File: src/rtl/umi_multi_queue_arb_pkg.sv
// Shared types and helpers for the multi-queue UMI arbiter.
// Optional counter macro: UMI_MULTI_QUEUE_ARB_COUNT_EN (used by the top).
package umi_multi_queue_arb_pkg;

  localparam int unsigned UMI_EOM_BIT = 22;

  typedef enum logic {
    ARB_IDLE,
    ARB_LOCKED
  } arb_state_e;

  // Packed beat width: {data, srcaddr, dstaddr, cmd}.
  function automatic int unsigned umi_pkt_w(input int unsigned dw,
                                            input int unsigned aw,
                                            input int unsigned cw);
    return dw + 2 * aw + cw;
  endfunction

endpackage

File: src/rtl/umi_chan_fifo.sv
// Per-channel beat FIFO: wrap-bit pointers, synchronous active-low reset,
// no pass-through when full.
module umi_chan_fifo #(
  parameter int unsigned WIDTH = 8,
  parameter int unsigned DEPTH = 4
) (
  input  logic             clk,
  input  logic             nreset,
  input  logic             push_i,
  input  logic [WIDTH-1:0] din_i,
  input  logic             pop_i,
  output logic [WIDTH-1:0] head_o,
  output logic             full_o,
  output logic             empty_o
);

  localparam int unsigned IW   = $clog2(DEPTH);
  localparam int unsigned PTRW = IW + 1;

  logic [PTRW-1:0]  wr_q, wr_d, rd_q, rd_d;
  logic [WIDTH-1:0] mem_q [DEPTH];
  logic             do_push, do_pop;

  assign full_o  = (wr_q[IW] != rd_q[IW]) && (wr_q[IW-1:0] == rd_q[IW-1:0]);
  assign empty_o = (wr_q == rd_q);
  assign do_push = push_i && !full_o;
  assign do_pop  = pop_i && !empty_o;
  assign head_o  = mem_q[rd_q[IW-1:0]];

  always_comb begin
    wr_d = wr_q;
    rd_d = rd_q;
    if (do_push) wr_d = wr_q + PTRW'(1);
    if (do_pop)  rd_d = rd_q + PTRW'(1);
  end

  always_ff @(posedge clk) begin
    if (!nreset) begin
      wr_q <= '0;
      rd_q <= '0;
    end else begin
      wr_q <= wr_d;
      rd_q <= rd_d;
    end
  end

  // Storage needs no reset: it is only read while non-empty.
  always_ff @(posedge clk) begin
    if (do_push) mem_q[wr_q[IW-1:0]] <= din_i;
  end

endmodule

File: src/rtl/umi_multi_queue_arb.sv
// N-channel UMI merger: per-channel FIFOs, message-atomic round-robin arbiter,
// registered output. Optional beat counter: UMI_MULTI_QUEUE_ARB_COUNT_EN.
module umi_multi_queue_arb
  import umi_multi_queue_arb_pkg::*;
#(
  parameter int unsigned N       = 2,
  parameter int unsigned DW      = 256,
  parameter int unsigned AW      = 64,
  parameter int unsigned CW      = 32,
  parameter int unsigned DEPTH   = 4,
  parameter int unsigned EOM_BIT = UMI_EOM_BIT
) (
  input  logic                                 clk,
  input  logic                                 nreset,
  input  logic [N*umi_pkt_w(DW, AW, CW)-1:0]   in_data,
  input  logic [N-1:0]                         in_valid,
  output logic [N-1:0]                         in_ready,
  output logic [DW-1:0]                        data,
  output logic [AW-1:0]                        srcaddr,
  output logic [AW-1:0]                        dstaddr,
  output logic [CW-1:0]                        cmd,
  output logic [$clog2(N)-1:0]                 chan,
  output logic                                 valid,
  input  logic                                 ready,
  output logic [31:0]                          beat_count
);

  localparam int unsigned PW  = umi_pkt_w(DW, AW, CW);
  localparam int unsigned CHW = $clog2(N);

  logic [N-1:0]    full, empty, push, pop, elig;
  logic [PW-1:0]   head [N];
  arb_state_e      state_q, state_d;
  logic [CHW-1:0]  lock_q, lock_d, rr_q, rr_d, chan_q, chan_d, grant;
  logic [PW-1:0]   out_q, out_d;
  logic            valid_q, valid_d, any_elig, load;
  int unsigned     idx;

  assign in_ready = {N{nreset}} & ~full;
  assign push     = in_valid & in_ready;

  for (genvar i = 0; i < N; i++) begin : g_fifo
    umi_chan_fifo #(.WIDTH(PW), .DEPTH(DEPTH)) u_fifo (
      .clk     (clk),
      .nreset  (nreset),
      .push_i  (push[i]),
      .din_i   (in_data[i*PW +: PW]),
      .pop_i   (pop[i]),
      .head_o  (head[i]),
      .full_o  (full[i]),
      .empty_o (empty[i])
    );
  end

  // Scan downward from the farthest offset so the nearest-to-rr_q wins.
  always_comb begin
    elig     = ~empty;
    grant    = rr_q;
    any_elig = 1'b0;
    idx      = 0;
    if (state_q == ARB_LOCKED) elig = ~empty & (N'(1) << lock_q);
    for (int k = N - 1; k >= 0; k--) begin
      idx = (int'(rr_q) + k) % N;
      if (elig[CHW'(idx)]) begin
        grant    = CHW'(idx);
        any_elig = 1'b1;
      end
    end
  end

  always_comb begin
    state_d = state_q;
    lock_d  = lock_q;
    rr_d    = rr_q;
    valid_d = valid_q;
    out_d   = out_q;
    chan_d  = chan_q;
    pop     = '0;
    load    = (!valid_q || ready) && any_elig;
    if (load) begin
      pop[grant] = 1'b1;
      out_d      = head[grant];
      valid_d    = 1'b1;
      chan_d     = grant;
      lock_d     = grant;
      rr_d       = (grant == CHW'(N - 1)) ? '0 : grant + CHW'(1);
      state_d    = head[grant][EOM_BIT] ? ARB_IDLE : ARB_LOCKED;
    end else if (ready) begin
      valid_d = 1'b0;
    end
  end

  always_ff @(posedge clk) begin
    if (!nreset) begin
      state_q <= ARB_IDLE;
      lock_q  <= '0;
      rr_q    <= '0;
      valid_q <= 1'b0;
      out_q   <= '0;
      chan_q  <= '0;
    end else begin
      state_q <= state_d;
      lock_q  <= lock_d;
      rr_q    <= rr_d;
      valid_q <= valid_d;
      out_q   <= out_d;
      chan_q  <= chan_d;
    end
  end

  assign cmd     = out_q[CW-1:0];
  assign dstaddr = out_q[CW +: AW];
  assign srcaddr = out_q[CW+AW +: AW];
  assign data    = out_q[CW+2*AW +: DW];
  assign chan    = chan_q;
  assign valid   = valid_q;

`ifdef UMI_MULTI_QUEUE_ARB_COUNT_EN
  logic [31:0] count_q, count_d;

  assign count_d = (valid_q && ready) ? count_q + 32'd1 : count_q;

  always_ff @(posedge clk) begin
    if (!nreset) count_q <= '0;
    else         count_q <= count_d;
  end

  assign beat_count = count_q;
`else
  assign beat_count = '0;
`endif

endmodule

File: config.mk
export PLATFORM = sky130hd
export DESIGN_NAME = umi_multi_queue_arb
export DESIGN_NICKNAME = d
export VERILOG_FILES = /design/src/rtl/umi_multi_queue_arb_pkg.sv /design/src/rtl/umi_chan_fifo.sv /design/src/rtl/umi_multi_queue_arb.sv
export SDC_FILE = /design/constraint.sdc
export NUM_CORES = 2
export LEC_CHECK = 0
export CAP_MARGIN = 20
export CORE_ASPECT_RATIO = 0.9
export CORE_MARGIN = 2
export CORE_UTILIZATION = 57
export DETAILED_ROUTE_END_ITERATION = 12
export HOLD_SLACK_MARGIN = 0.15
export PLACE_DENSITY = 0.83
export SYNTH_ARGS = -nofsm -noshare
export SYNTH_HDL_FRONTEND = slang
export SYNTH_SLANG_ARGS = --single-unit
File: constraint.sdc
create_clock -name clk -period 15.6 [get_ports clk]
set_clock_uncertainty 0.15 [all_clocks]
set_input_delay 2.34 -clock clk [delete_from_list [all_inputs] [get_ports clk]]
set_output_delay 2.34 -clock clk [all_outputs]
set_load 0.03 [all_outputs]
== Word-level counts from Yosys, hierarchy flattened ==
Memories as Yosys holds them, arrays and structs flattened. A register that Yosys moved wholly into a read port is not among the register bits.
Cells that the tools add are included.
Cells by class
  mux-type cells: 27
  div/mod/pow operators: 0
  shift-type cells: 1
  bitwise operators: 6
  $mul: 0
  equal/unequal tests: 6
  $lt $le $gt $ge: 5
  reduce and logical (&&, ||, !) cells: 15
  $add $sub $neg: 6
Operators by type and width (count)
  416-bit two-way mux: 3
  1-bit two-way mux: 17
  3-bit by 1-bit adder with 3-bit output (second input constant): 4
  2-bit two-way mux: 6
  1-bit logical AND: 8
  2-bit bitwise AND: 3
  3-bit equality test: 2
  1-bit by 2-bit less-than comparator with 1-bit output (second input constant): 3
  1-bit zero test: 5
  2-bit equality test: 2
  2-bit inverter: 2
  1-bit adder (second input constant): 2
  2-bit greater-or-equal comparator (second input constant): 1
  1-bit inequality test: 2
  1-bit inverter with 2-bit output: 1
  2-bit nonzero test: 1
  1-bit by 1-bit << shifter with 2-bit output (first input constant): 1
  1-bit demux with 1-bit select: 1
  1-bit greater-or-equal comparator (second input constant): 1
  1-bit logical OR: 1
Word-level totals
  memories kept: 2
  bits in latches: 0
  word-level logic and storage cells: 77
  bits in read-only memories: 0
  output and inout bits: 452
  RAM bits: 3328
  bits of input ports: 837
  register bits after elaboration: 432
Memory list
  g_fifo[0].u_fifo.mem_q: words 4, bits a word 416, read ports 1, clocked after memory_dff 1, wr ports 1, RTL line umi_chan_fifo.sv:21  | logic [WIDTH-1:0] mem_q [DEPTH];
  g_fifo[1].u_fifo.mem_q: words 4, bits a word 416, read ports 1, clocked after memory_dff 1, wr ports 1, RTL line umi_chan_fifo.sv:21

== Logic depth before layout (Yosys ltp) ==
  depth in word-level cells: 16
  mapped depth: 8
  mapped depth without buffers: 4

== Modules after synthesis ==
From an unflattened synthesis, not the netlist that was laid out.
Second synthesis, totals
  cell total of the unflattened synthesis: 5979
  area total of the unflattened synthesis: 137446.8 µm²
Modules (own cells, without submodules)
  umi_chan_fifo (g_fifo[0].u_fifo): cells an instance 2240, area an instance 60549.3 µm², times used 1
  umi_chan_fifo (g_fifo[1].u_fifo): cells an instance 2240, area an instance 60546.8 µm², times used 1
  umi_multi_queue_arb: cells an instance 1499, area an instance 16350.7 µm², times used 1

== Worst setup path after synthesis ==
OpenSTA, ideal clock, no wires.
  path type: input-to-reg
  from: input nreset
  to: register g_fifo[1].u_fifo.wr_q[2]
  library setup time: 0.525 ns
  setup slack: 1.590 ns
  path buffers: 1
  cell stages on the path: 5
  arrival: 13.335 ns
  cell sequence: clkbuf_1 > inv_1 > a31oi_1 > and3_1 > mux2i_1
On the way
  cells in the longest elaborated chain, start to end: 3
Ends and longest elaborated chain
  from (decl): RTL line umi_multi_queue_arb.sv:14  | input logic nreset,
  2-bit bitwise AND: RTL line umi_multi_queue_arb.sv:39  | assign in_ready = {N{nreset}} & ~full;
  net in_ready[1]: RTL line umi_multi_queue_arb.sv:17  | output logic [N-1:0] in_ready,
  2-bit bitwise AND: RTL line umi_multi_queue_arb.sv:40  | assign push = in_valid & in_ready;
  1-bit logical AND: RTL line umi_chan_fifo.sv:26  | assign do_push = push_i && !full_o;
  to (signal assigned): RTL line umi_chan_fifo.sv:42  | wr_q <= wr_d;
  to (decl): RTL line umi_chan_fifo.sv:20  | logic [PTRW-1:0] wr_q, wr_d, rd_q, rd_d;
The timed path passes the listed nets, and every way through them passes these cells.
A chain may end at the register's enable or synchronous reset.

== Worst setup path in the final report ==
  from: input nreset
  to: output in_ready[1]
On the way
  cells in the longest elaborated chain, start to end: 1
Ends and longest elaborated chain (RTL line)
  2-bit bitwise AND: umi_multi_queue_arb.sv:39
  to (decl): umi_multi_queue_arb.sv:17
No other way between the ends.

==> impl_metrics.toml <==
[drt]
wl_met1_um = 131000
drt_iter0_drc = 11819
wl_met2_um = 192000
ant_nets = 0
top_layer = "met5"
drt_wl_total_um = 403000
drt_first_pass_iters = 8
drcViolationCount = 0
dr_wl_met3_um = 53300
avgViaCountPerCell = 6.71
wire_per_inst_um = 34.1
vias = 79202

[synthesis]
syn_area_um2 = 140000
synth_flop_cell = "edfxtp_1"
yosys-top-cells-count = "edfxtp_1 (3328), mux4_2 (831), dfxtp_1 (436), inv_1 (428), nand4_1 (424)"
synthTopCellsByArea = "edfxtp_1 (71%), mux4_2 (13%), dfxtp_1 (6.2%), o221ai_1 (2.6%), nand4_1 (1.9%)"
ys_seq_area_frac = 0.777
yosysTopAreaCell = "edfxtp_1"
synth_edf_count = 3328
syn_area_per_cell_um2 = 20.4
synthArstFlopShare = 0
synth-seq-cells = 3764
syn_inst = 6867
synth.most_common_cell = "edfxtp_1"
synth_top_area_frac = 0.715
yosys_warnings = 0
synth_cell_types = 45

[placed_design]
gp_congestion = 0.847
hpwl_um = 233000
placed_cell_area_um2 = 155000
io_buffers = 1256
place_inst = 10992

[clock_network]
clockRootBuffer = "clkbuf_16"
clock-sinks = 3764
clock_latency_ns = 0.87
h-tree-depth = 5
clock_path_buffers = 4
cts_tree = "built"
cts_buffers = 357
clk_pin_slew_ns = 0.06
postCtsHoldBufs = 0
cts_resized = 0
post_cts_buffers = 0

[floorplanning]
fp-row-count = 172
ios = 1289
die_w_um = 526
die_y_um = 474
coreArea_um2 = 244000
start_util = 0.573
die-area_um2 = 249000

[sta]
tns_ns = 0
worst-slew-pin-transition_ns = 1.54
holdWs_ns = 0.364
hold_violations = 0
max_freq_ghz = 0.145
period_share = 0.443
maxSlewHeadroom = -0.0295
setup_viol = 0
period_minus_slack_ns = 6.92
rsz0062_at_grt = "false"
drv_slew = 56

[run_status]
status = "complete, but fails checks"
violations = "slew limit"

[cells_and_area]
final.fill_count = 13905
final_area_um2 = 168000
nNetsFinal = 8982
seqCellArea_um2 = 109000
multi_input_area_um2 = 27500
fin_cells = 11812
drive_above_1_share = 0.179
area_delta_synth_final_pct = 20.0

[setup_path]
critPathCaptureType = "output pin"
critPathMaxFanout = 44
critPathLaunchType = "input pin"
worstSetupPathType = "input pin to output pin"
arrival_ns = 4.43
worstPathRequired_ns = 13.11

[pwr]
p_leak_nw = 53.7
ir_worst_vdd_mv = 0.210
p_per_area_nw_per_um2 = 163

[global_routing]
grt_max_degree = 164
grt_pass1_wl_um = 566000
antenna_found_initial = 207
grt_pass1_vias = 79028
grt_usage = 0.316
grt_overflow = 0

[flow_run]
maxCapViolations = 0

[min_path]
hold_class = "register to register"
## cell usage in the layout, fill, tap and decap left out, types with 3 or more instances in the layout
master | netlist | routed
clkdlybuf4s50_1 | 0 | 1255
conb_1 | 1 | 32
nand2_1 | 420 | 420
buf_12 | 0 | 13
dfxtp_4 | 0 | 4
clkbuf_16 | 0 | 361
xor2_1 | 4 | 4
diode_2 | 0 | 163
edfxtp_1 | 3328 | 3328
inv_1 | 428 | 428
a21oi_1 | 8 | 8
mux4_2 | 831 | 831
inv_6 | 0 | 8
ha_1 | 10 | 10
nand2b_1 | 3 | 3
bufinv_16 | 0 | 27
clkbuf_1 | 289 | 82
buf_4 | 43 | 101
and3_4 | 0 | 8
clkinv_2 | 0 | 59
mux2i_1 | 6 | 6
clkinvlp_4 | 0 | 14
clkbuf_8 | 0 | 51
clkinv_1 | 0 | 38
nand4_1 | 424 | 424
buf_16 | 0 | 4
a31o_2 | 4 | 4
o221ai_1 | 415 | 415
clkinv_16 | 0 | 9
nor2_1 | 5 | 4
dfxtp_1 | 436 | 432
xnor2_1 | 6 | 6
a31oi_1 | 3 | 3
## metrics by stage
| step | utilization | power, mW | worst slack, ns |
|---|---|---|---|
| floorplan | - | 16.2 | 1.59 |
| global placement | 0.637 | 18.4 | 8.21 |
| detailed placement | 0.637 | 18.6 | 8.06 |
| CTS | 0.685 | 27.3 | 8.74 |
| global route | 0.687 | 28.0 | 8.69 |
| finish | 0.687 | 27.3 | 8.68 |
## path summary, 6_finish.rpt
| check | start | end | slack [ns] | depth (start not counted) |
|---|---|---|---|---|
| max | nreset | in_ready[1] | 8.68 | 4 |
| min | g_fifo[0].u_fifo.rd_q[2] | g_fifo[0].u_fifo.rd_q[2] | 0.36 | 2 |
| max reg2reg | g_fifo[1].u_fifo.wr_q[1] | g_fifo[1].u_fifo.mem_q[0][370] | 10.58 | 6 |
| min reg2reg | g_fifo[0].u_fifo.rd_q[2] | g_fifo[0].u_fifo.rd_q[2] | 0.36 | 2 |
## report_power, final
group / switching [mW] / internal, mW / total (mW)
Combinational: 4.06 / 2.47 / 6.53
Sequential: 0.480 / 11.6 / 12.1
Clock: 3.77 / 4.98 / 8.75
## kinds of logic (layout without fill, tap and decap cells)
family | Yosys count | after routing | share of synthesized area
adder cells (fa/ha/maj) | 10 | 10 | 0.000895
AO/OA/AOI/OAI | 446 | 446 | 0.0279
buffers and inverters | 925 | 2457 | 0.0274
other | 1 | 195 | 0.0000268
flip-flops | 3764 | 3764 | 0.777
XOR/XNOR | 12 | 12 | 0.000859
multiplexers | 838 | 838 | 0.134
AND/OR/NAND/NOR | 871 | 871 | 0.0314
## per-layer routing
layer  track usage  vias up
li1              -    30930
met1         0.397    40161
met2         0.493     6695
met3        0.0962     1278
met4         0.178      138
met5             0        -
## state kept, by name (all words and copies together) (netlist names), named ones only
register / flops
valid: 1
g_fifo.u_fifo.mem_q: 3328
state_q: 1
g_fifo.u_fifo.rd_q: 6
g_fifo.u_fifo.wr_q: 6
out_q: 416
chan: 1
rr_q: 1
## cell type report
cell class / count / area share
Sequential cell: 3764 / 0.648
Multi-Input combinational cell: 2209 / 0.164
Timing Repair Buffer: 1375 / 0.0818
Clock buffer: 494 / 0.0599
Tap cell: 3219 / 0.0240
Clock inverter: 160 / 0.0105
Inverter: 428 / 0.00958
Antenna cell: 163 / 0.00243
## critical path: stages
cell	delay (ns)
buf_8	0.32
inv_1	0.37
a31oi_1	0.46
clkdlybuf4s50_1	0.88
No activity file was read; power rests on OpenSTA's default activity.
